==> config.mk <==
export PLATFORM = sky130hd
export DESIGN_NAME = bitstream_fetcher
export DESIGN_NICKNAME = d
export VERILOG_FILES = /design/src/rtl/bitstream_fetcher.sv
export SDC_FILE = /design/constraint.sdc
export NUM_CORES = 1
export LEC_CHECK = 0
export ABC_AREA = 1
export CORE_ASPECT_RATIO = 1.25
export CORE_MARGIN = 2
export CORE_UTILIZATION = 55
export DETAILED_ROUTE_END_ITERATION = 6
export PLACE_DENSITY = 0.8
export SYNTH_ARGS = -nofsm -noshare
export SYNTH_HDL_FRONTEND = slang
export SYNTH_SLANG_ARGS = --single-unit
==> constraint.sdc <==
create_clock -name clk -period 4.2 [get_ports clk]
set_clock_uncertainty 0.15 [all_clocks]
set_input_delay 0.84 -clock clk [delete_from_list [all_inputs] [get_ports clk]]
set_output_delay 0.84 -clock clk [all_outputs]
set_load 0.02 [all_outputs]
==> src/rtl/bitstream_fetcher.sv <==
// bitstream_fetcher: fetches WORD_W-bit source words into an MSB-aligned bit FIFO and serves 1..9 bit reads; FETCH_STATS_EN enables the words_fetched counter
module bitstream_fetcher #(
    parameter int WORD_W   = 9,
    parameter int BUF_W    = 32,
    parameter int RESP_LAT = 1
) (
    input  logic              clk,
    input  logic              rst,
    output logic              request,
    input  logic [WORD_W-1:0] data,
    input  logic              data_ready,
    input  logic              rd_en,
    input  logic [3:0]        rd_len,
    output logic [8:0]        rd_bits,
    output logic              rd_valid,
    output logic              rd_err,
    output logic [5:0]        bits_avail,
    output logic              eos,
    output logic [15:0]       words_fetched
);
    typedef enum logic [2:0] {IDLE, REQ, WAIT, CAPT, DONE} state_t;
    state_t            state;
    logic [BUF_W-1:0]  buffer;
    logic [2:0]        cnt;
    logic              rd_ok;
    logic              append;
    logic [5:0]        take;
    logic [5:0]        avail_left;
    logic [BUF_W-1:0]  shifted;
    logic [BUF_W-1:0]  placed;
    logic [8:0]        top_bits;

    assign rd_ok      = rd_en && rd_len != 4'd0 && rd_len <= 4'd9 && {2'b00, rd_len} <= bits_avail;
    assign take       = rd_ok ? {2'b00, rd_len} : 6'd0;
    assign avail_left = bits_avail - take;
    assign append     = state == CAPT && data_ready;
    assign shifted    = buffer << take;
    assign placed     = {data, {(BUF_W-WORD_W){1'b0}}} >> avail_left;
    assign top_bits   = buffer[BUF_W-1 -: 9] >> (4'd9 - rd_len);

    // Bit FIFO: a read consumes from the pre-append buffer; a captured word lands just below what remains
    always_ff @(posedge clk or posedge rst) begin
        if (rst) begin
            buffer     <= '0;
            bits_avail <= '0;
            rd_bits    <= '0;
            rd_valid   <= 1'b0;
            rd_err     <= 1'b0;
        end else begin
            rd_valid   <= rd_ok;
            rd_err     <= rd_en && !rd_ok;
            if (rd_ok) rd_bits <= top_bits;
            buffer     <= append ? (shifted | placed) : shifted;
            bits_avail <= append ? avail_left + 6'(WORD_W) : avail_left;
        end
    end

    // Fetch sequencer: one request pulse per word, then wait out the source latency and capture
    always_ff @(posedge clk or posedge rst) begin
        if (rst) begin
            state   <= IDLE;
            request <= 1'b0;
            cnt     <= '0;
            eos     <= 1'b0;
        end else begin
            request <= 1'b0;
            case (state)
                IDLE: if (!eos && avail_left <= 6'(BUF_W-WORD_W)) begin
                    state   <= REQ;
                    request <= 1'b1;
                end
                REQ: begin
                    cnt   <= 3'(RESP_LAT-1);
                    state <= (RESP_LAT == 1) ? CAPT : WAIT;
                end
                WAIT: begin
                    cnt <= cnt - 3'd1;
                    if (cnt == 3'd1) state <= CAPT;
                end
                CAPT: if (data_ready) state <= IDLE;
                else begin
                    eos   <= 1'b1;
                    state <= DONE;
                end
                default: ;
            endcase
        end
    end

`ifdef FETCH_STATS_EN
    // Saturating count of words appended to the buffer
    always_ff @(posedge clk or posedge rst) begin
        if (rst) words_fetched <= '0;
        else if (append && words_fetched != 16'hFFFF) words_fetched <= words_fetched + 16'd1;
    end
`else
    assign words_fetched = '0;
`endif
endmodule

==> results of run 1 <==
final cells by class:
cell class / instances / area share, %
clock buffers: 10 / 2.404
clock inverters: 6 / 2.010
inverters: 86 / 5.638
multi-input cells: 576 / 50.79
flip-flops and latches: 57 / 24.91
well taps: 120 / 2.622
repair buffers: 77 / 11.63
registers in the layout, summed over array words and instances, names as in the netlist:
name        flops
bits_avail      6
buffer         32
cnt             3
eos             1
rd_bits         9
rd_err          1
rd_valid        1
request         1
state           3
synth_stat cells, drive strengths merged:
cell type  instances
a211oi             1
a21oi              5
a31oi              3
and2               1
buf               49
clkbuf            10
conb               1
dfrtp             57
fa                 1
ha                12
inv               86
mux2i              1
nand2            180
nand3            204
nand3b             1
nand4             30
nor2              34
nor3               7
nor4               1
o211ai             9
o21ai             54
o22ai              3
o311ai             1
o31ai              2
xnor2              3
xor2               7
logic make-up (layout without fill, tap and decap cells):
family                   count (synthesis)  count (layout)  share of synthesized area [%]
other                                    1              16                        0.07609
XOR/XNOR                                10              10                          2.234
AO/OA/AOI/OAI                           78              78                          8.835
adder cells (fa/ha/maj)                 13              13                          3.453
AND/OR/NAND/NOR                        458             458                          43.01
multiplexers                             1               1                         0.2031
flip-flops                              57              57                          28.94
buffers and inverters                  145             179                          13.25
power by group through the flow:
stage / combinational, mW / sequential, mW / clock, mW
finish: 2.83 / 0.874 / 0.654
global route: 3.14 / 0.893 / 0.680
CTS: 2.78 / 0.874 / 0.656
detailed placement: 2.77 / 0.881 / 0
global placement: 2.73 / 0.877 / 0
floorplan: 1.77 / 0.926 / 0
placed cells by master (no fill, tap or decap), types with 3 or more instances in the layout:
cell type          n
clkdlybuf4s50_1   35
inv_2              7
ha_1              11
nand2_2            4
buf_4             42
inv_1             79
nand3_1          202
nor3_1             5
clkbuf_8          10
a21oi_1            5
nand2_1          176
o21ai_0           47
o22ai_1            3
a31oi_1            3
nor2_1            29
o21ai_1            6
o211ai_1           9
bufinv_16          3
nor2_2             3
xor2_1             5
nand4_1           30
dfrtp_1           57
conb_1            16
metal layers:
metal	part of all wire, %	GRT usage, %	wire, um
met3	8.0	6.757	1122
met2	49	50.91	6908
met5	0	0	0
met1	40	37.94	5614
met4	2.7	10.93	382
worst max-delay path by stage:
stage,to,depth (start not counted),slack [ns],from
2_1_floorplan,buffer[9],20,0.17,rd_len[0]
3_3_place_gp,buffer[22],20,-0.09,rd_len[1]
3_5_place_dp,buffer[22],20,-0.13,rd_len[1]
4_1_cts,buffer[16],18,0.24,rd_len[1]
5_1_grt,buffer[4],18,0.008,rd_len[1]
6_report,buffer[17],16,0.23,rd_len[2]
timing repair:
item,CTS,global route
endpoints found under the setup margin,0,13
resized for setup,0,2
hold buffers,0,0
per-stage QoR:
step           setup TNS (ns)  setup WS [ns]
2_1_floorplan               0         0.1742
5_1_grt                     0       0.008340
6_report                    0         0.2310
3_5_place_dp           -1.122        -0.1265
3_3_place_gp          -0.3717       -0.09060
4_1_cts                     0         0.2388
critical path: cells and delay by family:
kind | cells | cell delay (ns)
AOI/OAI and AO/OA | 3 | 0.78
adders and majority gates | 3 | 0.94
buffers and inverters | 3 | 0.73
and+or+nand+nor | 7 | 0.78
==> flow_summary_export.csv, run 1 <==
group,metric,value,unit
cells_and_area,final_nets,837,
hold_path,holdPathEnd,"request",
route,viasPerCell,5.858,
route,drtIter0Drc,520,
cells_and_area,regArea,1426,um^2
worst_setup_path,worstReg2RegStart,"bits_avail[2]",
worst_setup_path,worstSetupPathType,"input port to flop",
hold_path,min-delay-start,"state[1]",
synth,synth_top_area_share,28.94,%
sta,finalHoldViolCount,0,
synth,yosysTopAreaCell,"dfrtp_1",
synth,ys_seq_elements,57,
sta,slew_headroom,45.80,%
clocking,clk_latency,0.36,ns
global_routing,grt_pass1_vias,5067,
power,ir_drop,0.6312,mV
floorplanning,coreArea,8701,um^2
clocking,path_clk_slew,0.07,ns
worst_setup_path,cp.arrival,4.09,ns
sta,fin_crit,3.969,ns
sta,final-max-slew-violation-count,0,
synth,synthTopCellsByArea,"dfrtp_1 (29%), nand3_1 (21%), nand2_1 (13%), inv_1 (6.1%), o21ai_0 (4.9%)",
floorplanning,rows,38,
clocking,h-tree-depth,3,
worst_setup_path,critPathCaptureType,"flop",
worst_setup_path,r2r_end,"buffer[17]",
floorplanning,start_util,56.64,%
clocking,cts_tree,"built",
hold_path,min_path_type,"flop to flop",
sta,setup_viol,0,
clocking,cts_buffers,9,
sta,rsz0062_at_grt,"no",
route,routed_wl,14030,um
run_status,violations,"design-rule violations",
place,dpl.hpwl,10410,um
route,drt_drc_violations_left,15,
place,place.gp.congestion,1.021,
power,pwr-share-seq,20.1,%
sta,worst_pin_slew,0.8118,ns
floorplanning,fp.dieW,88.67,um
global_routing,grt_max_degree,46,
worst_setup_path,critPathMostFrequentCell,"o21ai_0",
power,p_int,2.217,mW
place,place_inst,916,
power,switching_share,49.09,%
power,power_leakage,2.818,nW
sta,whs,0.3352,ns
job,maxCapViolations,0,
cells_and_area,antenna_cells,0,
synth,synth_cells,763,
synth,ys_types,38,
worst_setup_path,cp_cell_sequence,"clkdlybuf4s50_1 > ha_1 > nand2_1 > nor2_1 > nand3_1 > nand2_2 > nand3_2 > inv_1 > ha_2 > fa_1 > buf_4 > o21ai_0 > o21ai_0 > o21ai_0 > nand2_1 > nand3_1",
worst_setup_path,cp-start-kind,"input port",
worst_setup_path,reg2regPathDepth,16,
worst_setup_path,critPathMaxFanout,11,
global_routing,antenna_found_initial,0,
global_routing,grt-ovfl-total,0,
cells_and_area,synthToLayoutAreaGrowth,16.17,%
route,routed-via-count,5460,
synth,synthesis.area_per_instance,6.459,um^2
sta,period_share,94.50,%
clocking,cts-root-buf,"clkbuf_8",
power,power,4.355,mW
route,drtAntennaViolNets,0,
floorplanning,die_h,109.8,um
clocking,postCtsSetupBuffers,0,
synth,synth_seq_area_share,28.94,%
floorplanning,die-area,9739,um^2
power,p_clk_share,15.0,%
worst_setup_path,regToRegSetupSlack,0.72,ns
clocking,clockBufferDepth,2,
run_status,outcome,"complete, but fails checks",
power,switchingPower,2.138,mW
route,dr.pass1.iters,7,
cells_and_area,fillerInstances,825,
synth,syn_area,4928,um^2
power,power_density,760.7,nW/um^2
sta,fmaxAchievable,0.2520,GHz
power,p_comb_share,64.9,%
floorplanning,io_pins,52,
synth,yosys_warnings,0,
cells_and_area,fin_area,5725,um^2
place,portBuffers,35,
hold_path,worstHoldPathCells,1,
global_routing,grtUsageTotal,30.33,%
place,placed_area,5470,um^2
clocking,clock_sinks,57,
route,wl_per_cell,15.05,um
worst_setup_path,max_stage_delay,0.45,ns
global_routing,grt_pass1_wl,23180,um
cells_and_area,multi_input_area,2908,um^2
worst_setup_path,cp_slowest_cell,"clkdlybuf4s50_1",
cells_and_area,drive_above_1_share,10.22,%
cells_and_area,final_util,65.80,%
worst_setup_path,required,4.32,ns
cells_and_area,instances_no_fill,932,
(Power assumes the default switching activity.)
==> run 2: changes to the inputs <==
Settings changed: CORE_MARGIN 2 to default.
==> run 2 against run 1 <==
Against the previous run: final area is 2.3% lower; register-to-register slack better by 0.11 ns; the run now ends clean; power is 5.8% lower.
==> flow_summary_export.csv, run 2 (same netlist as run 1, synthesis figures left out) <==
group,metric,value,unit
clocking,clock_sinks,57,
global_routing,antenna_found_initial,0,
power,switching_share,50.53,%
global_routing,grt_pass1_wl,23040,um
cells_and_area,instances_no_fill,920,
clocking,cts_tree,"built",
worst_setup_path,required,4.34,ns
cells_and_area,mostFrequentLayoutCells,"nand3_1 (202), nand2_1 (176), inv_1 (78), dfrtp_1 (57), o21ai_0 (46)",
floorplanning,fp.dieW,86.67,um
sta,fin_crit,3.957,ns
clocking,path_clk_slew,0.07,ns
place,place.gp.congestion,0.9610,
sta,worst_slack,0.2435,ns
cells_and_area,largest_reg_flops,32,
sta,setup_tns,0,ns
cells_and_area,drive_above_1_share,8.875,%
power,p_clk_share,13.7,%
cells_and_area,final_common_cell,"nand3_1",
sta,fmaxAchievable,0.2527,GHz
sta,period_share,94.20,%
route,viasPerCell,5.887,
clocking,cts_hold_buf,0,
cells_and_area,antenna_cells,0,
route,wl_per_cell,14.97,um
sta,whs,0.3234,ns
worst_setup_path,critPathMostFrequentCell,"nand2_1",
cells_and_area,final_util,64.28,%
sta,finalHoldViolCount,0,
hold_path,min_path_type,"flop to flop",
sta,worst_pin_slew,0.7927,ns
cells_and_area,reg_top3,"buffer x32, rd_bits x9, bits_avail x6",
worst_setup_path,critPathCaptureType,"flop",
job,maxCapViolations,0,
worst_setup_path,critPathMaxFanout,11,
run_status,outcome,"finished, final reports clean",
power,p_comb_share,64.7,%
power,power_density,733.2,nW/um^2
worst_setup_path,max_stage_delay,0.54,ns
clocking,clockBufferDepth,2,
sta,slew_headroom,47.08,%
cells_and_area,final_nets,825,
floorplanning,rows,38,
place,place_inst,904,
floorplanning,io_pins,52,
place,dpl.hpwl,10270,um
route,drtIter0Drc,706,
power,switchingPower,2.072,mW
global_routing,grt_pass1_vias,4939,
place,dp_slack,-0.2121,ns
route,routed_wl,13770,um
clocking,cts-root-buf,"clkbuf_8",
floorplanning,die-area,9346,um^2
floorplanning,start_util,56.64,%
power,power_leakage,2.741,nW
power,ir_drop,0.5428,mV
cells_and_area,largest-register,"buffer",
route,drt_drc_violations_left,0,
clocking,cts_buffers,9,
global_routing,grtUsageTotal,31.38,%
global_routing,grt_max_degree,46,
worst_setup_path,cp.arrival,4.10,ns
sta,rsz0062_at_grt,"no",
clocking,clk_latency,0.35,ns
worst_setup_path,cp-start-kind,"input port",
route,routed-via-count,5416,
floorplanning,coreArea,8701,um^2
cells_and_area,synthToLayoutAreaGrowth,13.48,%
route,drtAntennaViolNets,0,
worst_setup_path,cp_cell_sequence,"clkdlybuf4s50_1 > inv_1 > ha_1 > nand2_1 > nand2_1 > nor2_1 > nor2_4 > nand3_2 > inv_1 > ha_2 > fa_1 > buf_4 > mux2i_1 > nand2_1 > o21ai_1 > nand2_1 > o21ai_0 > nand2_1 > nand3_1",
worst_setup_path,cp_slowest_cell,"clkdlybuf4s50_1",
clocking,h-tree-depth,3,
floorplanning,die_h,107.8,um
power,pwr-share-seq,21.5,%
worst_setup_path,worstSetupPathType,"input port to flop",
place,portBuffers,35,
sta,final-max-slew-violation-count,0,
route,dr.pass1.iters,6,
global_routing,grt-ovfl-total,0,
sta,setup_viol,0,
power,p_int,2.029,mW
-- run 2: what timing repair did --
item,4_1_cts,5_1_grt
endpoints found under the setup margin,0,7
hold endpoints to repair,0,0
resized for setup,0,4
buffers inserted,0,0
-- run 2: path summary, 6_finish.rpt --
check | from | end | slack [ns] | depth (start not counted)
worst max-delay path | rd_len[1] | buffer[16] | 0.24 | 19
worst min-delay path | state[1] | request | 0.32 | 1
worst max register to register | bits_avail[2] | buffer[16] | 0.83 | 19
worst min register to register | state[1] | request | 0.32 | 1
max in group asynchronous | rst | buffer[7] | 2.26 | 3
min in group asynchronous | rst | rd_bits[4] | 0.81 | 2
-- run 2: final cells by class --
type	count	area, um^2
timing repair buffer	65	575.6
sequential	57	1426
clock buffer	10	127.6
tap	120	150.1
multi-input combinational	576	2908
fill	815	3108
clock inverter	6	82.58
inverter	86	322.8
-- run 2: metrics by stage --
stage	area (um^2)	total power [mW]
6_report	5593	4.101
5_1_grt	5593	4.483
4_1_cts	5590	4.059
3_5_place_dp	5380	3.482
3_3_place_gp	5380	3.428
2_1_floorplan	4985	2.693
-- run 2: power groups by stage --
stage               combinational [mW]  clock [mW]  sequential [mW]
floorplan                         1.77           0            0.926
global placement                  2.55           0            0.882
detailed placement                2.59           0            0.889
CTS                               2.61       0.566            0.880
global route                      2.99       0.590            0.904
finish                            2.65       0.563            0.883
-- run 2: routing by layer --
metal | track usage (%) | wire [um]
met4 | 14.05 | 471
met2 | 50.23 | 6564
met5 | 0 | 0
met1 | 40.37 | 5607
met3 | 6.825 | 1129
-- run 2: critical path: cells and delay by family --
family          cells  cell delay, ns
compound gates      2            0.35
fa+ha+maj           3            0.93
buf+inv             4            0.87
mux                 1            0.23
simple gates        9            0.85
